===== config.mk =====
export PLATFORM = sky130hd
export DESIGN_NAME = pla_vector_driver
export DESIGN_NICKNAME = d
export VERILOG_FILES = /design/src/rtl/pla_drv_pkg.sv /design/src/rtl/pla_lfsr.sv /design/src/rtl/pla_vector_driver.sv
export SDC_FILE = /design/constraint.sdc
export NUM_CORES = 1
export LEC_CHECK = 0
export BUFFER_PORTS_ARGS = -buffer_cell sky130_fd_sc_hd__buf_2
export CORE_MARGIN = 5
export CORE_UTILIZATION = 25
export DETAILED_ROUTE_END_ITERATION = 8
export GPL_TIMING_DRIVEN = 0
export PLACE_DENSITY = 0.42
export SLEW_MARGIN = 40
export SYNTH_ARGS = -nofsm -noshare
export SYNTH_HDL_FRONTEND = slang
export SYNTH_SLANG_ARGS = --single-unit

===== constraint.sdc =====
create_clock -name clk -period 3.3 [get_ports clk]
set_clock_uncertainty 0.05 [all_clocks]
set_input_delay 0.66 -clock clk [delete_from_list [all_inputs] [get_ports clk]]
set_output_delay 0.66 -clock clk [all_outputs]
set_load 0.02 [all_outputs]

===== src/rtl/pla_drv_pkg.sv =====
// Shared types and constants for the PLA vector driver.
// Holds the FSM encoding, LFSR tap masks and the MISR polynomial.
package pla_drv_pkg;

  typedef enum logic [1:0] {
    IDLE   = 2'd0,
    DRIVE  = 2'd1,
    DRAIN  = 2'd2,
    REPORT = 2'd3
  } drv_state_e;

  // taps 24,23,22,17 as bit positions 23,22,21,16
  localparam logic [23:0] LFSR_TAPS_24 = 24'hE1_0000;

  localparam logic [15:0] MISR_POLY = 16'h1021;

  // Maximal-length tap masks for shift-left Fibonacci LFSRs
  function automatic logic [31:0] lfsr_taps(input int unsigned n);
    logic [31:0] t;
    case (n)
      4:       t = 32'h0000_000C;
      8:       t = 32'h0000_00B8;
      16:      t = 32'h0000_D008;
      default: t = {8'h00, LFSR_TAPS_24};
    endcase
    return t;
  endfunction

endpackage


===== src/rtl/pla_lfsr.sv =====
// Fibonacci LFSR used as the pseudo-random vector source.
// Shifts left; feedback is the XOR of the tapped state bits.
module pla_lfsr
  import pla_drv_pkg::*;
#(
  parameter int              N_IN    = 24,
  parameter logic [N_IN-1:0] RST_VAL = N_IN'(1)
) (
  input  logic            clk,
  input  logic            rst_n,
  input  logic            load_i,
  input  logic            step_i,
  input  logic [N_IN-1:0] seed_i,
  output logic [N_IN-1:0] state_o,
  output logic [N_IN-1:0] next_o
);

  localparam logic [N_IN-1:0] TAPS = N_IN'(lfsr_taps(N_IN));

  logic [N_IN-1:0] state_q;
  logic [N_IN-1:0] state_d;

  assign next_o  = {state_q[N_IN-2:0], ^(state_q & TAPS)};
  assign state_o = state_q;

  // load has priority over step
  always_comb begin
    state_d = state_q;
    if (load_i) begin
      state_d = seed_i;
    end else if (step_i) begin
      state_d = next_o;
    end
  end

  // state register
  always_ff @(posedge clk or negedge rst_n) begin
    if (!rst_n) begin
      state_q <= RST_VAL;
    end else begin
      state_q <= state_d;
    end
  end

endmodule


===== src/rtl/pla_vector_driver.sv =====
// Drives vectors into a PLA core and accumulates its onset count.
// Optional MISR signature enabled by defining PLA_DRV_MISR_EN.
module pla_vector_driver
  import pla_drv_pkg::*;
#(
  parameter int              N_IN      = 24,
  parameter int              CNT_W     = N_IN + 1,
  parameter int              SIG_W     = 16,
  parameter logic [N_IN-1:0] LFSR_SEED = N_IN'(1)
) (
  input  logic             clk,
  input  logic             rst_n,
  input  logic             start,
  input  logic             mode,
  input  logic [CNT_W-1:0] num_vec,
  output logic [N_IN-1:0]  x_o,
  input  logic             y_i,
  output logic             busy,
  output logic             res_valid,
  input  logic             res_ready,
  output logic [CNT_W-1:0] onset_cnt,
  output logic [SIG_W-1:0] sig
);

  localparam logic [CNT_W-1:0] ONE     = CNT_W'(1);
  localparam logic [CNT_W-1:0] EXH_N   = ONE << N_IN;
  localparam logic [CNT_W-1:0] CNT_MAX = '1;

  drv_state_e       state_q, state_d;
  logic             mode_q, mode_d;
  logic [CNT_W-1:0] nv_q, nv_d;
  logic [CNT_W-1:0] vec_q, vec_d;
  logic [N_IN-1:0]  x_q, x_d;
  logic             smp_q, smp_d;
  logic             y_q, y_d;
  logic [CNT_W-1:0] onset_q, onset_d;

  logic             start_acc;
  logic             lfsr_load;
  logic             lfsr_step;
  logic [N_IN-1:0]  lfsr_state;
  logic [N_IN-1:0]  lfsr_next;

  assign start_acc = start && (state_q == IDLE);

  pla_lfsr #(
    .N_IN    (N_IN),
    .RST_VAL (LFSR_SEED)
  ) u_lfsr (
    .clk     (clk),
    .rst_n   (rst_n),
    .load_i  (lfsr_load),
    .step_i  (lfsr_step),
    .seed_i  (LFSR_SEED),
    .state_o (lfsr_state),
    .next_o  (lfsr_next)
  );

  // FSM, vector issue and onset accumulation
  always_comb begin
    state_d   = state_q;
    mode_d    = mode_q;
    nv_d      = nv_q;
    vec_d     = vec_q;
    x_d       = x_q;
    smp_d     = (state_q == DRIVE);
    y_d       = y_i;
    onset_d   = onset_q;
    lfsr_load = 1'b0;
    lfsr_step = 1'b0;

    if (smp_q && y_q && (onset_q != CNT_MAX)) begin
      onset_d = onset_q + ONE;
    end

    unique case (state_q)
      IDLE: begin
        if (start) begin
          mode_d  = mode;
          nv_d    = mode ? num_vec : EXH_N;
          onset_d = '0;
          if (mode && (num_vec == '0)) begin
            state_d = DRAIN;
            vec_d   = '0;
          end else begin
            state_d   = DRIVE;
            vec_d     = ONE;
            x_d       = mode ? LFSR_SEED : '0;
            lfsr_load = mode;
          end
        end
      end
      DRIVE: begin
        if (vec_q >= nv_q) begin
          state_d = DRAIN;
        end else begin
          x_d       = mode_q ? lfsr_next : x_q + N_IN'(1);
          lfsr_step = mode_q;
          vec_d     = (vec_q == CNT_MAX) ? vec_q : vec_q + ONE;
        end
      end
      DRAIN: begin
        state_d = REPORT;
      end
      REPORT: begin
        if (res_ready) begin
          state_d = IDLE;
        end
      end
    endcase
  end

  // control and datapath registers
  always_ff @(posedge clk or negedge rst_n) begin
    if (!rst_n) begin
      state_q <= IDLE;
      mode_q  <= 1'b0;
      nv_q    <= '0;
      vec_q   <= '0;
      x_q     <= '0;
      smp_q   <= 1'b0;
      y_q     <= 1'b0;
      onset_q <= '0;
    end else begin
      state_q <= state_d;
      mode_q  <= mode_d;
      nv_q    <= nv_d;
      vec_q   <= vec_d;
      x_q     <= x_d;
      smp_q   <= smp_d;
      y_q     <= y_d;
      onset_q <= onset_d;
    end
  end

`ifdef PLA_DRV_MISR_EN
  localparam logic [SIG_W-1:0] POLY = SIG_W'(MISR_POLY);

  logic [SIG_W-1:0] sig_q, sig_d;

  // MISR folds each sample into the signature
  always_comb begin
    sig_d = sig_q;
    if (start_acc) begin
      sig_d = '0;
    end else if (smp_q) begin
      sig_d = {sig_q[SIG_W-2:0], 1'b0}
            ^ (sig_q[SIG_W-1] ? POLY : '0)
            ^ {{(SIG_W-1){1'b0}}, y_q};
    end
  end

  // signature register
  always_ff @(posedge clk or negedge rst_n) begin
    if (!rst_n) begin
      sig_q <= '0;
    end else begin
      sig_q <= sig_d;
    end
  end

  assign sig = sig_q;
`else
  assign sig = '0;
`endif

  assign x_o       = x_q;
  assign busy      = (state_q != IDLE);
  assign res_valid = (state_q == REPORT);
  assign onset_cnt = onset_q;

endmodule

# Word level (Yosys, flattened, before mapping)
# Cells that the tools add are included.
[totals]
register_bits = 128
input_bits = 31
elab_cells = 64
[classes]
add_sub_neg = 3
order_cmp = 1
n_eq_ne = 11
n_mux = 27
n_reduce_logical = 13
[ops]
columns = ["operator", "count"]
rows = [
  ["two-way mux 25 bit", 7],
  ["two-way mux 24 bit", 6],
  ["adder 25 x 1 -> 25 bit, second input constant", 2],
  ["one-hot mux 25 bit (2 select lines)", 1],
  ["one-hot mux 24 bit (2 select lines)", 1],
  ["equality test 25 bit, second input constant", 1],
  [">= comparator 25 bit", 1],
  ["logical NOT 25 bit", 1],
  ["inequality test 25 bit, second input constant", 1],
  ["adder 24 x 1 -> 24 bit, second input constant", 1],
  ["parity 24 bit", 1],
  ["two-way mux 2 bit", 4],
  ["inequality test 2 bit, second input constant", 4],
  ["one-hot mux 2 bit (4 select lines)", 1],
  ["AND reduction 4 bit", 2],
  ["two-way mux 1 bit", 7],
  ["nonzero test 2 bit", 3],
  ["equality test 2 bit, second input constant", 2],
  ["inequality test 2 x 1 -> 1 bit, second input constant", 2],
  ["logical AND 1 bit", 3],
  ["AND reduction 3 bit", 1],
  ["equality test 2 x 1 -> 1 bit, second input constant", 1],
  ["logical NOT 2 bit", 1],
  ["AND reduction 2 bit", 1],
]

# Depth between registers and ports, before layout
# Gate-level depths: netlist of run 1.
[depth]
depth_word = 6
ltp_mapped = 10

# Hierarchy
# From an unflattened synthesis of run 1, not the netlist that was laid out.
[unflattened]
hier_cells = 885
area_unflattened_um2 = 7933.9
[by_module_without_submodules]
columns = ["module", "n_inst", "cells_each", "area_each_um2", "seq_area_each_um2"]
rows = [
  ["pla_vector_driver", 1, 753, 6620.1, 2602.5],
  ["pla_lfsr", 1, 132, 1313.8, 601.8],
]

# Worst setup path before layout of run 1
# No wires, ideal clock.
[synth_timing]
kind = "reg2reg"
from = "register vec_q[20]"
to = "register x_q[15] (netlist: x_o[15])"
setup_ns = 0.126
arrival_time_ns = 2.444
required_time_ns = 3.124
path_slack_ns = 0.680
path_stages_with_launch = 9
n_path_buf = 1
period_less_slack_ns = 2.620
cell_sequence = "dfrtp_1 -> ha_1 -> nand2_1 -> or3_1 -> or4_4 -> o2111ai_2 -> buf_6 -> o31ai_1 -> a221o_1"
[synth_via]
elab_chain_len = 3
[synth_lines]
columns = ["item", "line_no", "rtl"]
rows = [
  ["start: declaration", "pla_vector_driver.sv:32", "logic [CNT_W-1:0] vec_q, vec_d;"],
  ["start signal: assignment", "pla_vector_driver.sv:128", "vec_q <= vec_d;"],
  [">= comparator 25 bit", "pla_vector_driver.sv:94", "if (vec_q >= nv_q) begin"],
  ["inequality test 2 bit (no source line)", "n/a", ""],
  ["AND reduction 4 bit (no source line)", "n/a", ""],
  ["end signal: assignment", "pla_vector_driver.sv:120", "x_q <= '0;"],
  ["end signal: assignment", "pla_vector_driver.sv:129", "x_q <= x_d;"],
  ["end: declaration", "pla_vector_driver.sv:33", "logic [N_IN-1:0] x_q, x_d;"],
]
# No other way between the ends.
# A chain may end at the register's enable or synchronous reset.

# Final worst setup path of run 1
[layout_timing]
from = "register vec_q[23]"
to = "register vec_q[24]"
[layout_via]
elab_chain_len = 4
elab_cells_between_ends = 9
cone_classes = "1 x add/sub; 1 x order compare; 3 x eq/ne; 3 x mux; 1 x reduce/logical"
[layout_lines]
columns = ["item", "line_no", "rtl"]
rows = [
  ["adder 25 x 1 -> 25 bit", "pla_vector_driver.sv:99", "vec_d = (vec_q == CNT_MAX) ? vec_q : vec_q + ONE;"],
  ["two-way mux 25 bit", "pla_vector_driver.sv:99", ""],
  ["two-way mux 25 bit", "pla_vector_driver.sv:94", ""],
  ["one-hot mux 25 bit (2 select lines)", "pla_vector_driver.sv:76", "unique case (state_q)"],
]
# Several ways; a longest one is shown, not always the timed one. The select of a mux whose other input is x is not followed.

==> results list, run 1 <==
* Pre-CTS setup slack: -0.2859 ns
* Cell internal power dissipation: 0.003807 W
- Starting Density: 0.2549
- Data arrives at the worst endpoint at 3.31 ns.
* Clock share of power: 0.296
* Reg-to-Reg Start: vec_q[23]$_DFFE_PN0P_
* Reg-to-reg setup timing slack: approximately 0.22 ns
* Leakage power figure: 4.121 nW
* Cell area after synthesis: between 7000 and 8000 sq um
- The total overflow left after global routing is 0.
- Critical path launch point type: flop
* Weighted congestion at the end of routability-driven global placement: 0.7754
- At the end of the flow, the number of nets in the layout was 1019.
- DIE HEIGHT: 184.3 um
* Slack of the critical path: 0.2224 ns
* Kind of path behind the tightest hold check: primary input to asynchronous set/reset pin
- Deepest level of the CTS H-tree: 4
- Entering global routing, the biggest net connects 62 pins.
* Most area-consuming cells after synthesis: sky130_fd_sc_hd__dfrtp_1, sky130_fd_sc_hd__ha_1, sky130_fd_sc_hd__nand2_1, sky130_fd_sc_hd__mux2i_1, sky130_fd_sc_hd__nand3_1
- Max Clk Rate: 324.9 MHz
- Via count of the first global-routing pass: 6709
* Count of endpoints failing setup in the final report: 0
* Share of total power in sequential cells: 0.317
- The worst setup path is captured at a flop.
- Data required time at the worst endpoint: 3.54 ns
- Across the run, the number of max-cap violations was 0.
* Total Routed Length: 25130 um
* Endpoint of the worst register-to-register path: vec_q[24]$_DFFE_PN0P_
- Slew Limit Fails: 0
- Yosys warnings: 0
- Setup repair after global routing could not meet its margin everywhere.
- Maximum buffer depth of the clock tree: 2
- Post-route design area: about 9000 sq um
- The tree is rooted in a sky130_fd_sc_hd__clkbuf_16.
* Number of standard cells after synthesis: 840
- Post-synth EDFFs: 0
- In this run, synthesis produced a sequential element count of approximately 130.
* Max-slew headroom at the worst pin: 0.4753
- Cell type with the largest total area after synthesis: sky130_fd_sc_hd__dfrtp_1
* Most used flip-flop cell after synthesis: sky130_fd_sc_hd__dfrtp_1
- Initial antenna violation count: 0
* DRC violation total after the first TritonRoute iteration: 434
- The setup path with the least slack is of type flop to flop.
- After detailed routing, the average wire length per cell comes to 18.49 um.
- Share of cells above drive strength 1: 0.1682
* Total setup buffers inserted after CTS: 0
- The routed design could run at a clock period as short as 3.078 ns.
- IO Pins: 98
- Summing over every cut layer, the via total after detailed routing is 6756.
- At the pin with the least slew margin, the transition time is about 0.78 ns.
- Routed Antenna Nets: 0
* Detailed-route vias per instance: 4.971
- Count of port buffers added during placement: 80
- TritonCTS created 17 clock buffers.
* Detailed placer's ending HPWL: 18640 um
- Of the post-synthesis cell area, the dominant cell type holds 0.4184.
* First-pass GRT wire length: around 40000 um
- For this design, the sink count on the clock tree is roughly 130.
* Area of the core: 29800 sq um
* Biggest fanout along the worst timing path: 10
- In the synthesized netlist, the cells that appear most often are sky130_fd_sc_hd__dfrtp_1, sky130_fd_sc_hd__nand2_1, sky130_fd_sc_hd__inv_1, sky130_fd_sc_hd__nand3_1, sky130_fd_sc_hd__nor2_1.
- Asr flop ratio synth: 1.000
- Across every metal layer, demand over resource in global routing totals 0.1502.
- For the worst flop-to-flop path, the logic depth is 9.
- Detailed Routing Iterations Pass 1: 4
- Switching pwr: 0.002775 W
- After floorplanning, the core was divided into 63 placement rows.
- Clock-pin slew was measured on the worst setup and hold paths at roughly 0.060 ns.
- Diode count: 0
- The count of final hold-check violations came to 0.
- Placed Instance Area: around 8600 sq um
* Die ar.: roughly 34000 sq um
- Hold is met by 0.03700 ns.
* Die X: 184.3 um
- Clock tree from TritonCTS: built
- Power per standard cell area: 714.6 nW/um^2
* Later-pin clock latency in the skew report: 0.42 ns
- The worst-case IR drop observed on VDD is 0.0003873 V.
- From synthesis to final layout, the design area changed by 21.26%.
- The share of total power dissipated in combinational logic is 0.388.
- Among all cell types in the netlist, the one instantiated most often is sky130_fd_sc_hd__dfrtp_1.
* Share of the clock period used by the worst path: 0.9326
- The run finished with clean final reports.
- Averaged over all synthesized cells, the footprint is 9.043 sq um.
- Sw Ratio: 0.4216
- Post-synthesis sequential area ratio: 0.4218
* Number of remaining DRC errors: 0
* Library cells used by synthesis: between 60 and 70
cell families (layout without fill, tap and decap cells):
group / Yosys count / in the layout / synth area share
DFF: 128 / 128 / 0.4218
xor gates and xnor gates: 21 / 21 / 0.02421
other: 1 / 16 / 0.0004937
adders and majority gates: 32 / 32 / 0.05271
buffers and inverters: 115 / 229 / 0.07132
AOI/OAI and AO/OA: 171 / 171 / 0.1581
muxes: 32 / 32 / 0.04266
and+or+nand+nor: 340 / 340 / 0.2286
layer usage:
layer / vias up / part of all wire / track usage / wire length (um)
li1: 3276 / - / - / -
met1: 3302 / 0.50 / 0.2217 / 12660
met2: 150 / 0.44 / 0.2271 / 11090
met3: 28 / 0.040 / 0.02625 / 1004
met4: 0 / 0.015 / 0.03904 / 369
met5: - / 0 / 0 / 0
final cells by class:
type / instances / area (sq um)
fillers: 3175 / 20580
well taps: 390 / 488.0
clock buffers: 19 / 442.9
clock inverters: 13 / 153.9
multi-input cells: 612 / 3913
plain buffers: 59 / 334.1
inverters: 56 / 210.2
flip-flops and latches: 128 / 3204
repair buffers: 82 / 465.4
power groups by stage:
| stage | Sequential, W | Combinational (W) | Clock (W) |
|---|---|---|---|
| 6_report | 0.00208 | 0.00255 | 0.00195 |
| 3_5_place_dp | 0.00211 | 0.00257 | 0 |
| 5_1_grt | 0.00212 | 0.00284 | 0.00206 |
| 2_1_floorplan | 0.00214 | 0.00159 | 0 |
| 4_1_cts | 0.00208 | 0.00258 | 0.00199 |
| 3_3_place_gp | 0.00211 | 0.00254 | 0 |
registers in the layout, indices dropped and copies added, names as in the netlist:
name and cells:
y_q 1, x_o 24, onset_cnt 25, vec_q 25, smp_q 1, mode_q 1, nv_q 25, u_lfsr.state_o 24
state_q 2
stage by stage:
stage | util | TNS, ns | cells | power (W)
2_1_floorplan | - | 0 | 855 | 0.003730
3_3_place_gp | 0.2866 | -72.68 | 1325 | 0.004647
3_5_place_dp | 0.2888 | -1.642 | 1327 | 0.004675
4_1_cts | 0.3090 | 0 | 1359 | 0.006656
5_1_grt | 0.3091 | -0.003714 | 1359 | 0.007018
6_report | 0.3091 | 0 | 1359 | 0.006582
cell usage in the layout (no fill, tap or decap), types with 16 or more instances in the layout:
| cell type | instances |
|---|---|
| sky130_fd_sc_hd__a21oi_1 | 27 |
| sky130_fd_sc_hd__nor4_1 | 33 |
| sky130_fd_sc_hd__inv_1 | 55 |
| sky130_fd_sc_hd__conb_1 | 16 |
| sky130_fd_sc_hd__o21ai_0 | 42 |
| sky130_fd_sc_hd__clkbuf_1 | 25 |
| sky130_fd_sc_hd__nor3_1 | 24 |
| sky130_fd_sc_hd__nand3_1 | 55 |
| sky130_fd_sc_hd__clkbuf_16 | 17 |
| sky130_fd_sc_hd__buf_4 | 18 |
| sky130_fd_sc_hd__dfrtp_1 | 127 |
| sky130_fd_sc_hd__o22a_1 | 21 |
| sky130_fd_sc_hd__mux2i_1 | 29 |
| sky130_fd_sc_hd__nand2_1 | 100 |
| sky130_fd_sc_hd__ha_1 | 32 |
| sky130_fd_sc_hd__buf_2 | 83 |
| sky130_fd_sc_hd__nor2_1 | 45 |
| sky130_fd_sc_hd__xnor2_1 | 20 |
| sky130_fd_sc_hd__nand4_1 | 17 |
worst max path at each step:
stage | slack [ns] | endpoint | from
6_report | 0.22 | vec_q[24]$_DFFE_PN0P_ | vec_q[23]$_DFFE_PN0P_
5_1_grt | -0.004 | x_o[0]$_DFFE_PN0P_ | state_q[1]$_DFFE_PN0P_
4_1_cts | 0.05 | x_o[16]$_DFFE_PN0P_ | vec_q[23]$_DFFE_PN0P_
3_5_place_dp | -0.29 | x_o[15]$_DFFE_PN0P_ | mode
3_3_place_gp | -0.54 | u_lfsr.state_o[8]$_DFFE_PN0P_ | rst_n
2_1_floorplan | 0.68 | x_o[15]$_DFFE_PN0P_ | vec_q[20]$_DFFE_PN0P_
what timing repair did:
action | CTS | global route
hold buffers | 0 | 0
setup endpoints to repair | 1 | 13
resized for setup | 1 | 5
critical path, stage by stage (launching register included):
cell	delay [ns]
sky130_fd_sc_hd__dfrtp_1	0.46
sky130_fd_sc_hd__ha_1	0.33
sky130_fd_sc_hd__nand2_1	0.08
sky130_fd_sc_hd__or3_1	0.39
sky130_fd_sc_hd__or4_4	0.56
sky130_fd_sc_hd__o2111ai_2	0.38
sky130_fd_sc_hd__buf_6	0.23
sky130_fd_sc_hd__buf_4	0.21
sky130_fd_sc_hd__a21oi_1	0.09
sky130_fd_sc_hd__a2bb2oi_1	0.16
Note: power is estimated with default switching activity, not from simulation.
==> run 2, diff against run 1 <==
--- a/config.mk
+++ b/config.mk
@@ -7,10 +7,10 @@
 export LEC_CHECK = 0
 export BUFFER_PORTS_ARGS = -buffer_cell sky130_fd_sc_hd__buf_2
 export CORE_MARGIN = 5
-export CORE_UTILIZATION = 25
+export CORE_UTILIZATION = 35
 export DETAILED_ROUTE_END_ITERATION = 8
 export GPL_TIMING_DRIVEN = 0
-export PLACE_DENSITY = 0.42
+export PLACE_DENSITY = 0.54
 export SLEW_MARGIN = 40
 export SYNTH_ARGS = -nofsm -noshare
 export SYNTH_HDL_FRONTEND = slang
==> run 2 against run 1 <==
Compared with the run above:
- critical path depth is 1 lower
- final area shrank 1.5%
- die area is 27% lower
- critical endpoint is now x_o[4]$_DFFE_PN0P_
- highest routed layer unchanged
==> results list, run 2 (synthesis results as in run 1) <==
- Max Clk Rate: 315.8 MHz (-2.8%)
- The number of cells after detailed placement was 1217 (-8.3%).
- Total global routing track utilization: 0.1882 (+0.03797)
* Biggest fanout along the worst timing path: 10 (unchanged)
- Sinks on the clock net: 128 (unchanged)
* End of the critical path: x_o[4]$_DFFE_PN0P_
- Unrepaired setup endpoints after global routing: no
- The count of inserted antenna diode cells is 0 (unchanged).
- DRC violation total after the first TritonRoute iteration: 480 (+11%)
- Total number of vias: 6774 (+0.27%)
- Number of cells upsized or downsized after cts: 0 (-1)
- Number of remaining DRC errors: 0 (unchanged)
- Detailed-route vias per instance: 5.432 (+9.3%)
* Starting Density: 0.3513 (+0.09640)
- The clock latency on the worst-skew pair came to 0.42 ns (about the same).
* Deepest level of the CTS H-tree: 4 (unchanged)
- The area of the die is 24750 sq um (-27%).
* Largest net degree at the start of global routing: 55 (-11%)
- CP peak stage delay: 0.56 ns (about the same)
* Cell Rows: 54 (-14%)
- Routed Antenna Nets: 0 (unchanged)
* Power per standard cell area: 720.9 nW/um^2 (+0.88%)
- The quantity of hold-fixing buffers added after cts was 0 (unchanged).
- Category of the critical setup timing path: flop to flop
* Die X: 157.3 um (-15%)
- Among the stages of the critical path, the cell type that occurs most often is sky130_fd_sc_hd__nand2_1.
* Slew Limit Fails: 0 (unchanged)
- The height of the chip came to 157.3 um (-15%).
- Max-cap violations: 0 (unchanged)
* Number of hold violations in the final report: 0 (unchanged)
* Data required time at the worst endpoint: 3.54 ns (about the same)
* Critical path data arrival time: 3.41 ns (+0.10 ns)
- Total setup buffers inserted after CTS: 0 (unchanged)
* Count of port buffers added during placement: 80 (unchanged)
- STA classifies the critical path startpoint as a flop.
- Worst Max-Slew Pin Slew: 0.7330 ns (-0.04691 ns)
- The slowest stage of the critical path is the sky130_fd_sc_hd__or4_4 cell.
- The length of the first detailed-routing pass in iterations was 5 (+1).
* Share of cells above drive strength 1: 0.1634 (-0.004823)
- Share of total power in sequential cells: 0.318 (about the same)
- Wirelength per Cell: 18.31 um (-0.96%)
- Initial antenna violation count: 0 (unchanged)
- The non-filler instance count after layout is 1247 (-8.2%).
- Compared with the post-synthesis result, the final layout area differs by 19.49%.
* First-pass GRT wire length: 36760 um (-7.8%)
- The number of top-level pins was 98 (unchanged).
- Cell internal power dissipation: 0.003899 W (+2.4%)
- The run finished with clean final reports.
- Setup TNS after final layout: 0 ns (unchanged)
* Global route total overflow: 0 (unchanged)
- Share of the clock period used by the worst path: 0.9596 (+0.02701)
- The proportion of power drawn by combinational gates was 0.381 (-0.007).
- Weighted congestion at the end of routability-driven global placement: 0.8289 (+6.9%)
- Leakage power figure: 4.119 nW (about the same)
* Reg-to-reg setup timing slack: 0.13 ns (-0.09 ns)
- The final critical delay including setup and external delays was 3.167 ns (+0.08914 ns).
* Via count of the first global-routing pass: 6704 (-0.075%)
* Number of nets at the end of the flow: 1019 (unchanged)
- Switching pwr: 0.002644 W (-4.7%)
* Max-slew headroom at the worst pin: 0.5069 (+0.03156)
- The number of cells traversed by the worst register-to-register path was 8 (-1).
- The area of the core region was 21620 sq um (-27%).
- The worst hold path belongs to the class primary input to asynchronous set/reset pin.
- Top library cells by usage in the layout, fill and taps aside: sky130_fd_sc_hd__dfrtp_1, sky130_fd_sc_hd__nand2_1, sky130_fd_sc_hd__buf_2
- The number of buffers between clock root and the deepest sink is 2 (unchanged).
* Most common cell after layout, fill and taps aside: sky130_fd_sc_hd__dfrtp_1
- Root Buffer Master: sky130_fd_sc_hd__clkbuf_16
* Clock Pin Slew Worst Setup and Hold Paths: 0.06 ns (about the same)
* Count of endpoints failing setup in the final report: 0 (unchanged)
- CTS Buf Count: 17 (unchanged)
- The worst setup path is captured at a flop.
- Final cell utilization of the core: 0.4198 (+0.1106)
- The half-perimeter wire length after detailed placement came to 16700 um (-10%).
- Total Routed Length: 22830 um (-9.1%)
* Crit-path cells: ha_1 -> nand2_1 -> or3_1 -> or4_4 -> o2111a_2 -> nand2_1 -> buf_2 -> o22ai_1
- Clock share of power: 0.301 (+0.005)
- The switching part of the total is 0.4041 (-0.01747).
- Clock tree from TritonCTS: built
* Peak supply drop: 0.0004229 V (+9.2%)
- Timing startpoint of the critical path: vec_q[20]$_DFFE_PN0P_
- Endpoint of the worst register-to-register path: x_o[4]$_DFFE_PN0P_
- Reg-to-Reg Start: vec_q[20]$_DFFE_PN0P_
[run 2: final cells by class]
class                   instances  area (sq um)
inverters                      56         210.2
repair buffers                 82         465.4
clock buffers                  21         470.5
plain buffers                  59         331.6
multi-input cells             612          3910
flip-flops and latches        128          3204
clock inverters                 9         133.9
fillers                      2210         12540
well taps                     280         350.3
[run 2: power groups by stage]
stage | sequential (W) | combinational (W) | clock [W]
after floorplan | 0.00214 | 0.00159 | 0
after global placement | 0.00210 | 0.00245 | 0
after detailed placement | 0.00210 | 0.00247 | 0
after CTS | 0.00208 | 0.00248 | 0.00200
after global routing | 0.00212 | 0.00276 | 0.00207
final | 0.00208 | 0.00249 | 0.00197
[run 2: critical path, delay by kind of cell, from the launching register on]
family	cells	cell delay (ns)
DFF	1	0.45
buffers and inverters	1	0.35
and+or+nand+nor	4	1.38
adders and majority gates	1	0.33
AOI/OAI and AO/OA	2	0.48
[run 2: how the worst min path moves through the flow]
stage	to	slack (ns)	cells after the start
detailed placement	nv_q[0]$_DFFE_PN0P_	0.43	2
floorplan	mode_q$_DFFE_PN0P_	0.31	0
global placement	nv_q[0]$_DFFE_PN0P_	0.41	2
CTS	nv_q[8]$_DFFE_PN0P_	0.05	1
global route	nv_q[9]$_DFFE_PN0P_	0.05	1
finish	nv_q[9]$_DFFE_PN0P_	0.05	1
[run 2: stage by stage]
stage	setup slack, ns	hold WS, ns	cell area (sq um)	power [W]
3_3_place_gp	-0.4667	0.4130	8403	0.004550
4_1_cts	0.08267	0.04660	9072	0.006566
6_report	0.1332	0.05111	9076	0.006543
5_1_grt	0.005871	0.04516	9076	0.006946
2_1_floorplan	0.6801	0.3144	7652	0.003730
3_5_place_dp	-0.03650	0.4260	8468	0.004576
[run 2: metal layers]
metal  up-vias  part of all wire  GRT usage
met5         -                 0          0
met4         0             0.013    0.05490
met3        18             0.045    0.03684
met2       178              0.45     0.2923
met1      3308              0.49     0.2671
li1       3270                 -          -
